## config.mk

```make
export PLATFORM = sky130hd
export DESIGN_NAME = multi_proxy_controller_flat
export DESIGN_NICKNAME = d
export VERILOG_FILES = /design/src/rtl/proxy_pkg.sv /design/src/rtl/multi_proxy_controller_if.sv /design/src/rtl/proxy_slot_pipe.sv /design/src/rtl/multi_proxy_controller.sv /design/src/flat_wrapper.sv
export SDC_FILE = /design/constraint.sdc
export NUM_CORES = 1
export LEC_CHECK = 0
export ABC_AREA = 1
export CORE_MARGIN = 2
export CORE_UTILIZATION = 39
export DETAILED_ROUTE_END_ITERATION = 12
export GPL_TIMING_DRIVEN = 0
export PLACE_DENSITY = 0.77
export SLEW_MARGIN = 5
export SYNTH_ARGS = -nofsm -noshare
export SYNTH_HDL_FRONTEND = slang
export SYNTH_SLANG_ARGS = --single-unit
```

## constraint.sdc

```tcl
create_clock -name clk -period 1.25 [get_ports clk]
set_input_delay 0.25 -clock clk [delete_from_list [all_inputs] [get_ports clk]]
set_output_delay 0.25 -clock clk [all_outputs]
set_load 0.05 [all_outputs]
```

## src/rtl/proxy_pkg.sv

```systemverilog
// Shared types and constants for the multi-slot weight-proxy repair controller.
// FSM states, proxy setting encodings and the width helpers live here.
package proxy_pkg;

  typedef enum logic [2:0] {
    IDLE    = 3'd0,
    ASSIGN  = 3'd1,
    LOAD1   = 3'd2,
    LOAD2   = 3'd3,
    COMPUTE = 3'd4
  } state_t;

  // Encoded as {stat_bit_in, fsm_out_select_in, fsm_op2_select_in}
  localparam logic [2:0] PS_IDLE   = 3'b000;
  localparam logic [2:0] PS_LOAD   = 3'b001;
  localparam logic [2:0] PS_MATMUL = 3'b110;

  function automatic int idx_width(input int n);
    return (n > 1) ? $clog2(n) : 1;
  endfunction

  function automatic int cnt_width(input int n);
    return $clog2(n) + 1;
  endfunction

endpackage

```

## src/rtl/multi_proxy_controller_if.sv

```systemverilog
// Bus between the STW/BIST result path, the column proxy PEs and the controller.
// map_timeout exists only when PROXY_TIMEOUT_EN is defined.
interface multi_proxy_controller_if
  import proxy_pkg::*;
#(
  parameter int ROWS        = 4,
  parameter int WORD_SIZE   = 16,
  parameter int NUM_PROXIES = 2
);
  localparam int IDX_W = idx_width(ROWS);
  localparam int CNT_W = cnt_width(ROWS);
  localparam int PTR_W = cnt_width(NUM_PROXIES);

  logic                             stall;
  logic                             stw_complete;
  logic [ROWS-1:0]                  stw_result_mat;
  logic                             proxy_map_done;
  logic                             weight_reload;
  logic [WORD_SIZE-1:0]             fpe_in_weight;
  logic [NUM_PROXIES*WORD_SIZE-1:0] rcm_left_in;
  logic [NUM_PROXIES*WORD_SIZE-1:0] proxy_top_in;

  logic [IDX_W-1:0]                 fpe_idx_sel;
  logic [PTR_W-1:0]                 slot_sel;
  logic                             fault_detected;
  logic [CNT_W-1:0]                 fault_count;
  logic [ROWS-1:0]                  proxy_en;
  logic [ROWS-1:0]                  unrepaired_mask;
  logic                             load_proxy;
  logic                             proxy_matmul;
  logic [2:0]                       proxy_settings;
  logic [WORD_SIZE-1:0]             fpe_weight;
  logic [NUM_PROXIES*WORD_SIZE-1:0] proxy_left_in;
  logic [NUM_PROXIES-1:0]           proxy_out_valid;
  logic [NUM_PROXIES*WORD_SIZE-1:0] proxy_stalled_top_in;
  logic                             busy;
`ifdef PROXY_TIMEOUT_EN
  logic                             map_timeout;
`endif

  modport slave (
    input  stall, stw_complete, stw_result_mat, proxy_map_done, weight_reload,
           fpe_in_weight, rcm_left_in, proxy_top_in,
    output fpe_idx_sel, slot_sel, fault_detected, fault_count, proxy_en,
           unrepaired_mask, load_proxy, proxy_matmul, proxy_settings, fpe_weight,
           proxy_left_in, proxy_out_valid, proxy_stalled_top_in, busy
`ifdef PROXY_TIMEOUT_EN
    , output map_timeout
`endif
  );

  modport master (
    output stall, stw_complete, stw_result_mat, proxy_map_done, weight_reload,
           fpe_in_weight, rcm_left_in, proxy_top_in,
    input  fpe_idx_sel, slot_sel, fault_detected, fault_count, proxy_en,
           unrepaired_mask, load_proxy, proxy_matmul, proxy_settings, fpe_weight,
           proxy_left_in, proxy_out_valid, proxy_stalled_top_in, busy
`ifdef PROXY_TIMEOUT_EN
    , input map_timeout
`endif
  );

endinterface

```

## src/rtl/proxy_slot_pipe.sv

```systemverilog
// Per-slot operand pipe: gated left operand, result-valid flag and delayed top input.
// clear wins over stall so a weight reload always empties the pipe.
module proxy_slot_pipe #(
  parameter int WORD_SIZE = 16
) (
  input  logic                 clk,
  input  logic                 rst,
  input  logic                 stall,
  input  logic                 clear,
  input  logic                 assigned,
  input  logic                 valid_en,
  input  logic [WORD_SIZE-1:0] left_in,
  input  logic [WORD_SIZE-1:0] top_in,
  output logic [WORD_SIZE-1:0] left_out,
  output logic                 valid_out,
  output logic [WORD_SIZE-1:0] top_out
);

  logic [WORD_SIZE-1:0] left_q, left_d;
  logic [WORD_SIZE-1:0] top_q, top_d;
  logic                 valid_q, valid_d;

  always_comb begin
    left_d  = left_q;
    valid_d = valid_q;
    top_d   = top_q;
    if (clear) begin
      left_d  = '0;
      valid_d = 1'b0;
      top_d   = '0;
    end else if (!stall) begin
      left_d  = assigned ? left_in : '0;
      valid_d = (left_q != '0) && valid_en;
      top_d   = top_in;
    end
  end

  always_ff @(posedge clk or negedge rst) begin
    if (!rst) begin
      left_q  <= '0;
      valid_q <= 1'b0;
      top_q   <= '0;
    end else begin
      left_q  <= left_d;
      valid_q <= valid_d;
      top_q   <= top_d;
    end
  end

  assign left_out  = left_q;
  assign valid_out = valid_q;
  assign top_out   = top_q;

endmodule

```

## src/rtl/multi_proxy_controller.sv

```systemverilog
// Column repair controller: assigns faulty rows to proxy slots lowest row first.
// Optional PROXY_TIMEOUT_EN bounds the wait for proxy_map_done in ASSIGN.
module multi_proxy_controller
  import proxy_pkg::*;
#(
  parameter int ROWS           = 4,
  parameter int COL_IDX        = 0,
  parameter int WORD_SIZE      = 16,
  parameter int NUM_PROXIES    = 2,
  parameter int TIMEOUT_CYCLES = 64
) (
  input logic                      clk,
  input logic                      rst,
  multi_proxy_controller_if.slave  bus
);

  localparam int IDX_W = idx_width(ROWS);
  localparam int CNT_W = cnt_width(ROWS);
  localparam int PTR_W = cnt_width(NUM_PROXIES);

  state_t                 state_q, state_d;
  logic [ROWS-1:0]        mask_q, mask_d;
  logic [ROWS-1:0]        remain_q, remain_d;
  logic [CNT_W-1:0]       count_q, count_d;
  logic [PTR_W-1:0]       ptr_q, ptr_d;
  logic [IDX_W-1:0]       idx_q, idx_d;
  logic [PTR_W-1:0]       sel_q, sel_d;
  logic [ROWS-1:0]        en_q, en_d;
  logic [ROWS-1:0]        unrep_q, unrep_d;
  logic [NUM_PROXIES-1:0] assigned_q, assigned_d;
  logic [WORD_SIZE-1:0]   weight_q, weight_d;
  logic [2:0]             settings_q, settings_d;
  logic                   load_q, load_d;
  logic                   matmul_q, matmul_d;

  logic [ROWS-1:0]        fail_mask;
  logic [CNT_W-1:0]       pop_cnt;
  logic [IDX_W-1:0]       low_idx;
  logic                   valid_en;

`ifdef PROXY_TIMEOUT_EN
  localparam int TMO_W = $clog2(TIMEOUT_CYCLES + 1);
  logic [TMO_W-1:0]       tmo_q, tmo_d;
  logic                   timeout_q, timeout_d;
`endif

  assign fail_mask = ~bus.stw_result_mat;

  always_comb begin
    pop_cnt = '0;
    for (int r = 0; r < ROWS; r++) pop_cnt = pop_cnt + CNT_W'(fail_mask[r]);
  end

  // Scan from the top down so the lowest remaining fault wins.
  always_comb begin
    low_idx = '0;
    for (int r = ROWS - 1; r >= 0; r--) begin
      if (remain_q[r]) low_idx = IDX_W'(r);
    end
  end

  always_comb begin
    state_d    = state_q;
    mask_d     = mask_q;
    remain_d   = remain_q;
    count_d    = count_q;
    ptr_d      = ptr_q;
    idx_d      = idx_q;
    sel_d      = sel_q;
    en_d       = en_q;
    unrep_d    = unrep_q;
    assigned_d = assigned_q;
    weight_d   = weight_q;
`ifdef PROXY_TIMEOUT_EN
    tmo_d      = tmo_q;
    timeout_d  = timeout_q;
`endif
    if (bus.weight_reload) begin
      state_d    = IDLE;
      mask_d     = '0;
      remain_d   = '0;
      count_d    = '0;
      ptr_d      = '0;
      idx_d      = '0;
      sel_d      = '0;
      en_d       = '0;
      unrep_d    = '0;
      assigned_d = '0;
      weight_d   = '0;
`ifdef PROXY_TIMEOUT_EN
      tmo_d      = '0;
      timeout_d  = 1'b0;
`endif
    end else if (!bus.stall) begin
`ifdef PROXY_TIMEOUT_EN
      tmo_d = '0;
`endif
      case (state_q)
        IDLE: begin
          if (bus.stw_complete) begin
            mask_d   = fail_mask;
            remain_d = fail_mask;
            count_d  = pop_cnt;
            if (fail_mask != '0) state_d = ASSIGN;
          end
        end
        ASSIGN: begin
          if (bus.proxy_map_done) begin
            idx_d   = low_idx;
            sel_d   = ptr_q;
            state_d = LOAD1;
          end
`ifdef PROXY_TIMEOUT_EN
          else if (tmo_q == TMO_W'(TIMEOUT_CYCLES - 1)) begin
            timeout_d = 1'b1;
            unrep_d   = remain_q;
            state_d   = COMPUTE;
          end else begin
            tmo_d = tmo_q + TMO_W'(1);
          end
`endif
        end
        LOAD1: begin
          weight_d = bus.fpe_in_weight;
          state_d  = LOAD2;
        end
        LOAD2: begin
          weight_d = bus.fpe_in_weight;
          for (int r = 0; r < ROWS; r++) begin
            if (idx_q == IDX_W'(r)) begin
              en_d[r]     = 1'b1;
              remain_d[r] = 1'b0;
            end
          end
          for (int s = 0; s < NUM_PROXIES; s++) begin
            if (ptr_q == PTR_W'(s)) assigned_d[s] = 1'b1;
          end
          ptr_d = (ptr_q >= PTR_W'(NUM_PROXIES)) ? ptr_q : ptr_q + PTR_W'(1);
          if ((remain_d != '0) && (ptr_d < PTR_W'(NUM_PROXIES))) begin
            state_d = ASSIGN;
          end else begin
            unrep_d = remain_d;
            state_d = COMPUTE;
          end
        end
        COMPUTE: weight_d = '0;
        default: state_d = IDLE;
      endcase
    end
  end

  // Settings and strobes are registered against the state being entered.
  always_comb begin
    settings_d = PS_IDLE;
    load_d     = 1'b0;
    matmul_d   = 1'b0;
    case (state_d)
      LOAD1, LOAD2: begin
        settings_d = PS_LOAD;
        load_d     = 1'b1;
      end
      COMPUTE: begin
        settings_d = PS_MATMUL;
        matmul_d   = 1'b1;
      end
      default: ;
    endcase
  end

  always_ff @(posedge clk or negedge rst) begin
    if (!rst) begin
      state_q    <= IDLE;
      mask_q     <= '0;
      remain_q   <= '0;
      count_q    <= '0;
      ptr_q      <= '0;
      idx_q      <= '0;
      sel_q      <= '0;
      en_q       <= '0;
      unrep_q    <= '0;
      assigned_q <= '0;
      weight_q   <= '0;
      settings_q <= PS_IDLE;
      load_q     <= 1'b0;
      matmul_q   <= 1'b0;
    end else begin
      state_q    <= state_d;
      mask_q     <= mask_d;
      remain_q   <= remain_d;
      count_q    <= count_d;
      ptr_q      <= ptr_d;
      idx_q      <= idx_d;
      sel_q      <= sel_d;
      en_q       <= en_d;
      unrep_q    <= unrep_d;
      assigned_q <= assigned_d;
      weight_q   <= weight_d;
      settings_q <= settings_d;
      load_q     <= load_d;
      matmul_q   <= matmul_d;
    end
  end

`ifdef PROXY_TIMEOUT_EN
  always_ff @(posedge clk or negedge rst) begin
    if (!rst) begin
      tmo_q     <= '0;
      timeout_q <= 1'b0;
    end else begin
      tmo_q     <= tmo_d;
      timeout_q <= timeout_d;
    end
  end

  assign bus.map_timeout = timeout_q;
`endif

  assign valid_en = (state_q == COMPUTE) && bus.proxy_map_done;

  logic [NUM_PROXIES*WORD_SIZE-1:0] left_w;
  logic [NUM_PROXIES*WORD_SIZE-1:0] top_w;
  logic [NUM_PROXIES-1:0]           valid_w;

  for (genvar gi = 0; gi < NUM_PROXIES; gi++) begin : g_slot
    proxy_slot_pipe #(
      .WORD_SIZE(WORD_SIZE)
    ) u_pipe (
      .clk       (clk),
      .rst       (rst),
      .stall     (bus.stall),
      .clear     (bus.weight_reload),
      .assigned  (assigned_q[gi]),
      .valid_en  (valid_en),
      .left_in   (bus.rcm_left_in[gi*WORD_SIZE +: WORD_SIZE]),
      .top_in    (bus.proxy_top_in[gi*WORD_SIZE +: WORD_SIZE]),
      .left_out  (left_w[gi*WORD_SIZE +: WORD_SIZE]),
      .valid_out (valid_w[gi]),
      .top_out   (top_w[gi*WORD_SIZE +: WORD_SIZE])
    );
  end

  assign bus.fpe_idx_sel          = idx_q;
  assign bus.slot_sel             = sel_q;
  assign bus.fault_detected       = |mask_q;
  assign bus.fault_count          = count_q;
  assign bus.proxy_en             = en_q;
  assign bus.unrepaired_mask      = unrep_q;
  assign bus.load_proxy           = load_q;
  assign bus.proxy_matmul         = matmul_q;
  assign bus.proxy_settings       = settings_q;
  assign bus.fpe_weight           = weight_q;
  assign bus.proxy_left_in        = left_w;
  assign bus.proxy_out_valid      = valid_w;
  assign bus.proxy_stalled_top_in = top_w;
  assign bus.busy                 = (state_q != IDLE);

endmodule

```

## src/flat_wrapper.sv

```systemverilog
// flat-port wrapper written by rule: the top's interface ports become plain ports
module multi_proxy_controller_flat import proxy_pkg::*;
#(
  parameter int ROWS           = 4,
  parameter int COL_IDX        = 0,
  parameter int WORD_SIZE      = 16,
  parameter int NUM_PROXIES    = 2,
  parameter int TIMEOUT_CYCLES = 64
)
  (clk, rst, bus_stall, bus_stw_complete, bus_stw_result_mat, bus_proxy_map_done, bus_weight_reload, bus_fpe_in_weight, bus_rcm_left_in, bus_proxy_top_in, bus_fpe_idx_sel, bus_slot_sel, bus_fault_detected, bus_fault_count, bus_proxy_en, bus_unrepaired_mask, bus_load_proxy, bus_proxy_matmul, bus_proxy_settings, bus_fpe_weight, bus_proxy_left_in, bus_proxy_out_valid, bus_proxy_stalled_top_in, bus_busy);
  multi_proxy_controller_if #(.ROWS(ROWS), .WORD_SIZE(WORD_SIZE), .NUM_PROXIES(NUM_PROXIES)) bus_i ();
  input logic clk;
  input logic rst;
  input wire logic [$bits(bus_i.stall)-1:0] bus_stall;
  input wire logic [$bits(bus_i.stw_complete)-1:0] bus_stw_complete;
  input wire logic [$bits(bus_i.stw_result_mat)-1:0] bus_stw_result_mat;
  input wire logic [$bits(bus_i.proxy_map_done)-1:0] bus_proxy_map_done;
  input wire logic [$bits(bus_i.weight_reload)-1:0] bus_weight_reload;
  input wire logic [$bits(bus_i.fpe_in_weight)-1:0] bus_fpe_in_weight;
  input wire logic [$bits(bus_i.rcm_left_in)-1:0] bus_rcm_left_in;
  input wire logic [$bits(bus_i.proxy_top_in)-1:0] bus_proxy_top_in;
  output wire logic [$bits(bus_i.fpe_idx_sel)-1:0] bus_fpe_idx_sel;
  output wire logic [$bits(bus_i.slot_sel)-1:0] bus_slot_sel;
  output wire logic [$bits(bus_i.fault_detected)-1:0] bus_fault_detected;
  output wire logic [$bits(bus_i.fault_count)-1:0] bus_fault_count;
  output wire logic [$bits(bus_i.proxy_en)-1:0] bus_proxy_en;
  output wire logic [$bits(bus_i.unrepaired_mask)-1:0] bus_unrepaired_mask;
  output wire logic [$bits(bus_i.load_proxy)-1:0] bus_load_proxy;
  output wire logic [$bits(bus_i.proxy_matmul)-1:0] bus_proxy_matmul;
  output wire logic [$bits(bus_i.proxy_settings)-1:0] bus_proxy_settings;
  output wire logic [$bits(bus_i.fpe_weight)-1:0] bus_fpe_weight;
  output wire logic [$bits(bus_i.proxy_left_in)-1:0] bus_proxy_left_in;
  output wire logic [$bits(bus_i.proxy_out_valid)-1:0] bus_proxy_out_valid;
  output wire logic [$bits(bus_i.proxy_stalled_top_in)-1:0] bus_proxy_stalled_top_in;
  output wire logic [$bits(bus_i.busy)-1:0] bus_busy;
  assign bus_i.stall = bus_stall;
  assign bus_i.stw_complete = bus_stw_complete;
  assign bus_i.stw_result_mat = bus_stw_result_mat;
  assign bus_i.proxy_map_done = bus_proxy_map_done;
  assign bus_i.weight_reload = bus_weight_reload;
  assign bus_i.fpe_in_weight = bus_fpe_in_weight;
  assign bus_i.rcm_left_in = bus_rcm_left_in;
  assign bus_i.proxy_top_in = bus_proxy_top_in;
  assign bus_fpe_idx_sel = bus_i.fpe_idx_sel;
  assign bus_slot_sel = bus_i.slot_sel;
  assign bus_fault_detected = bus_i.fault_detected;
  assign bus_fault_count = bus_i.fault_count;
  assign bus_proxy_en = bus_i.proxy_en;
  assign bus_unrepaired_mask = bus_i.unrepaired_mask;
  assign bus_load_proxy = bus_i.load_proxy;
  assign bus_proxy_matmul = bus_i.proxy_matmul;
  assign bus_proxy_settings = bus_i.proxy_settings;
  assign bus_fpe_weight = bus_i.fpe_weight;
  assign bus_proxy_left_in = bus_i.proxy_left_in;
  assign bus_proxy_out_valid = bus_i.proxy_out_valid;
  assign bus_proxy_stalled_top_in = bus_i.proxy_stalled_top_in;
  assign bus_busy = bus_i.busy;
  multi_proxy_controller #(.ROWS(ROWS), .COL_IDX(COL_IDX), .WORD_SIZE(WORD_SIZE), .NUM_PROXIES(NUM_PROXIES), .TIMEOUT_CYCLES(TIMEOUT_CYCLES)) u_core (.clk(clk), .rst(rst), .bus(bus_i));
endmodule
```

==> results_dict.tcl, run 1 <==
set metrics [dict create \
    violations "negative setup slack" \
    status "complete, but fails checks" \
    final_area_um2 8611 \
    die_w_um 114.3 \
    n_antenna_cell 0 \
    fin_setup_tns_ns -8.936 \
    firstDrtPassIters 4 \
    place_area_um2 6998 \
    synth_flop_cell "dfrtp_1" \
    synthArstFlopShare_pct 100.0 \
    cp-end-kind "primary output" \
    start_util_pct 39.63 \
    grt_max_degree 67 \
    grt_overflow 0 \
    routabilityCongestion 0.8369 \
    period_minus_slack_ns 1.512 \
    cts_tree "built" \
    grt_pass1_vias 4833 \
    ys_seq_area_share_pct 60.70 \
    setup_ws_ns -0.2624 \
    synth_edf_count 0 \
    synth.area.top_cells "dfrtp_1 61%, a32o_1 6.8%, a22o_1 5.9%" \
    synth_top_area_cell "dfrtp_1" \
    clock_path_buffers 2 \
    via_count 4533 \
    peakVddDrop_mv 0.8084 \
    cp_max_fo 3 \
    ff2ff_setup_slack_ns -0.24 \
    setup_violations 64 \
    period_share_pct 121.0 \
    max_cap_violations 0 \
    skew_ns 0.006041 \
    worstMarginPinSlew_ns 0.5710 \
    yosysTopAreaCellShare_pct 60.70 \
    syn_to_final_growth_pct 81.63 \
    yosys_register_bits 115 \
    finalNonFillerCells 852 \
    ant_nets 0 \
    cts-buffers-inserted 17 \
    grt_pass1_wl_um 24360 \
    synth_fp_nets 527 \
    slew_headroom_pct 61.93 \
    clkLatencyLatePin_ns 0.41 \
    start_kind "flop" \
    drive_gt1_share_pct 45.25 \
    antenna_found_initial 0 \
    dpl.cell_count 774 \
    netlist_area_um2 4741 \
    dp.final_hpwl_um 10150 \
    die-area_um2 13050 \
    clock_sinks 115 \
    drc 0 \
    utilization_pct 71.99 \
    port_buffers 193 \
    required_ns 1.00 \
    powerDensity_nw_per_um2 1298 \
    rows 40 \
    leakage_nw 4.028 \
    boundaryPins 194 \
    via_per_inst 5.320 \
    h-tree-depth 4 \
    grt_setup_unrepaired "yes" \
    grt.total_usage_pct 24.26 \
    core-area_um2 11960 \
    hold_violations 0 \
    arrival_ns 1.26 \
    synthDistinctLibCells 32 \
    path_clk_slew_ns 0.06 \
    crit_type "reg -> out" \
    nNetsFinal 786 \
    power_mw 11.17 \
    drt_iter0_markers 248 \
    syn_inst 433 \
    wl_um 16330 \
    wire_per_inst_um 19.17 \
    clockRootBuffer "clkbuf_16" \
    drv_slew 0 \
    die_h_um 114.3 \
    hp-class "in -> reg" \
    syn_avg_cell_area_um2 10.95 \
    timing.fmax_mhz 661.2 \
    synth_warnings 0 \
]
cells by family after synthesis:
family          share of synthesized area, %
flops                                  60.70
buf+inv                                7.126
simple gates                           11.51
fa+ha+maj                              1.214
compound gates                         19.45
Yosys cell counts (all sizes together), types with 6 or more instances:
cell and number:
nor2 23, inv 48, o22ai 6, a22o 32
nand2 47, a32o 32, nand3 31, clkbuf 10
buf 19, o21ai 33, dfrtp 115, a21oi 8
nor4 8
layer usage:
metal | routed length, µm | vias to the layer above | part of all wire, % | GRT usage, %
met5 | 0 | - | 0 | 0
met4 | 407 | 0 | 2.5 | 10.98
met3 | 1055 | 42 | 6.5 | 7.411
met2 | 8481 | 196 | 52 | 41.19
met1 | 6388 | 2231 | 39 | 28.33
li1 | - | 2064 | - | -
cell usage in the layout (no fill, tap or decap), types with 8 or more instances in the layout:
cell	instances
dfrtp_1	109
buf_6	107
clkdlybuf4s50_1	83
buf_4	44
a32o_1	32
a22o_1	32
inv_1	31
nand2_1	26
nand3_2	20
o21ai_1	19
clkbuf_16	17
inv_2	12
nand2_4	12
o21ai_2	10
nor2_4	9
nand3_1	9
nor2_1	9
nand2_2	8
buf_2	8
timing repair:
action,4_1_cts,5_1_grt
pin swaps,17,15
cloned,3,1
setup endpoints to repair,218,129
hold endpoints to repair,49,0
resized for setup,800,85
buffers inserted,29,15
hold buffers,1,0
flip-flops by register name (all words and copies together) (netlist names):
name / count
u_core.remain_q: 4
u_core.bus.unrepaired_mask: 4
u_core.assigned_q: 2
u_core.bus.fpe_weight: 16
u_core.bus.fault_count: 3
u_core.bus.proxy_en: 4
u_core.bus.load_proxy: 1
u_core.g_slot.u_pipe.top_out: 32
u_core.state_q: 3
u_core.bus.slot_sel: 2
u_core.mask_q: 4
u_core.g_slot.u_pipe.valid_out: 2
u_core.g_slot.u_pipe.left_out: 32
u_core.bus.fpe_idx_sel: 2
u_core.bus.proxy_matmul: 1
u_core.bus.proxy_settings: 1
u_core.ptr_q: 2
report_power, final:
| part | internal, mW | switching, mW | total, mW |
|---|---|---|---|
| Clock | 3.02 | 1.77 | 4.79 |
| Sequential | 3.91 | 0.159 | 4.07 |
| Combinational | 0.970 | 1.34 | 2.31 |
| Total | 7.90 | 3.27 | 11.2 |
layout make-up:
type | count | area [µm²]
Timing Repair Buffer | 242 | 2529
Clock buffer | 19 | 452.9
Clock inverter | 13 | 135.1
Multi-Input combinational cell | 242 | 2036
Tap cell | 147 | 183.9
Sequential cell | 115 | 2885
Fill cell | 853 | 3351
Inverter | 48 | 205.2
Buffer | 26 | 183.9
critical path, stage by stage (launching register included):
cell and delay, ns:
dfrtp_1 0.40, inv_2 0.11, nand2_4 0.08, inv_4 0.07, nand2_4 0.05, buf_8 0.14
stage by stage:
stage                     setup WS, ns  hold WS [ns]
after global placement          -4.757        0.4654
after CTS                      -0.2572        0.2456
after global routing           -0.3199        0.3046
after detailed placement       -0.8342        0.2341
final                          -0.2624        0.2887
after floorplan                -0.1205      -0.04559
path summary, 6_finish.rpt:
check / start / depth (start not counted) / endpoint
max: u_core.state_q[1]$_DFF_PN0_ / 5 / bus_busy
min: bus_stw_result_mat[2] / 2 / u_core.mask_q[2]$_DFFE_PN0P_
max reg2reg: u_core.state_q[1]$_DFF_PN0_ / 9 / u_core.bus.proxy_matmul$_DFF_PN0_
min reg2reg: u_core.bus.proxy_en[0]$_DFFE_PN0P_ / 1 / u_core.bus.proxy_en[0]$_DFFE_PN0P_
max in group asynchronous: rst / 3 / u_core.g_slot[1].u_pipe.left_out[1]$_DFFE_PN0P_
min in group asynchronous: rst / 2 / u_core.bus.fpe_idx_sel[0]$_DFFE_PN0P_
Note: power is estimated with default switching activity, not from simulation.
==> run 2, diff against run 1 <==
- GPL_ROUTABILITY_DRIVEN: default -> 0
==> results of run 2 <==
No change in the layout: final DEF, timing and power equal those of run 1.
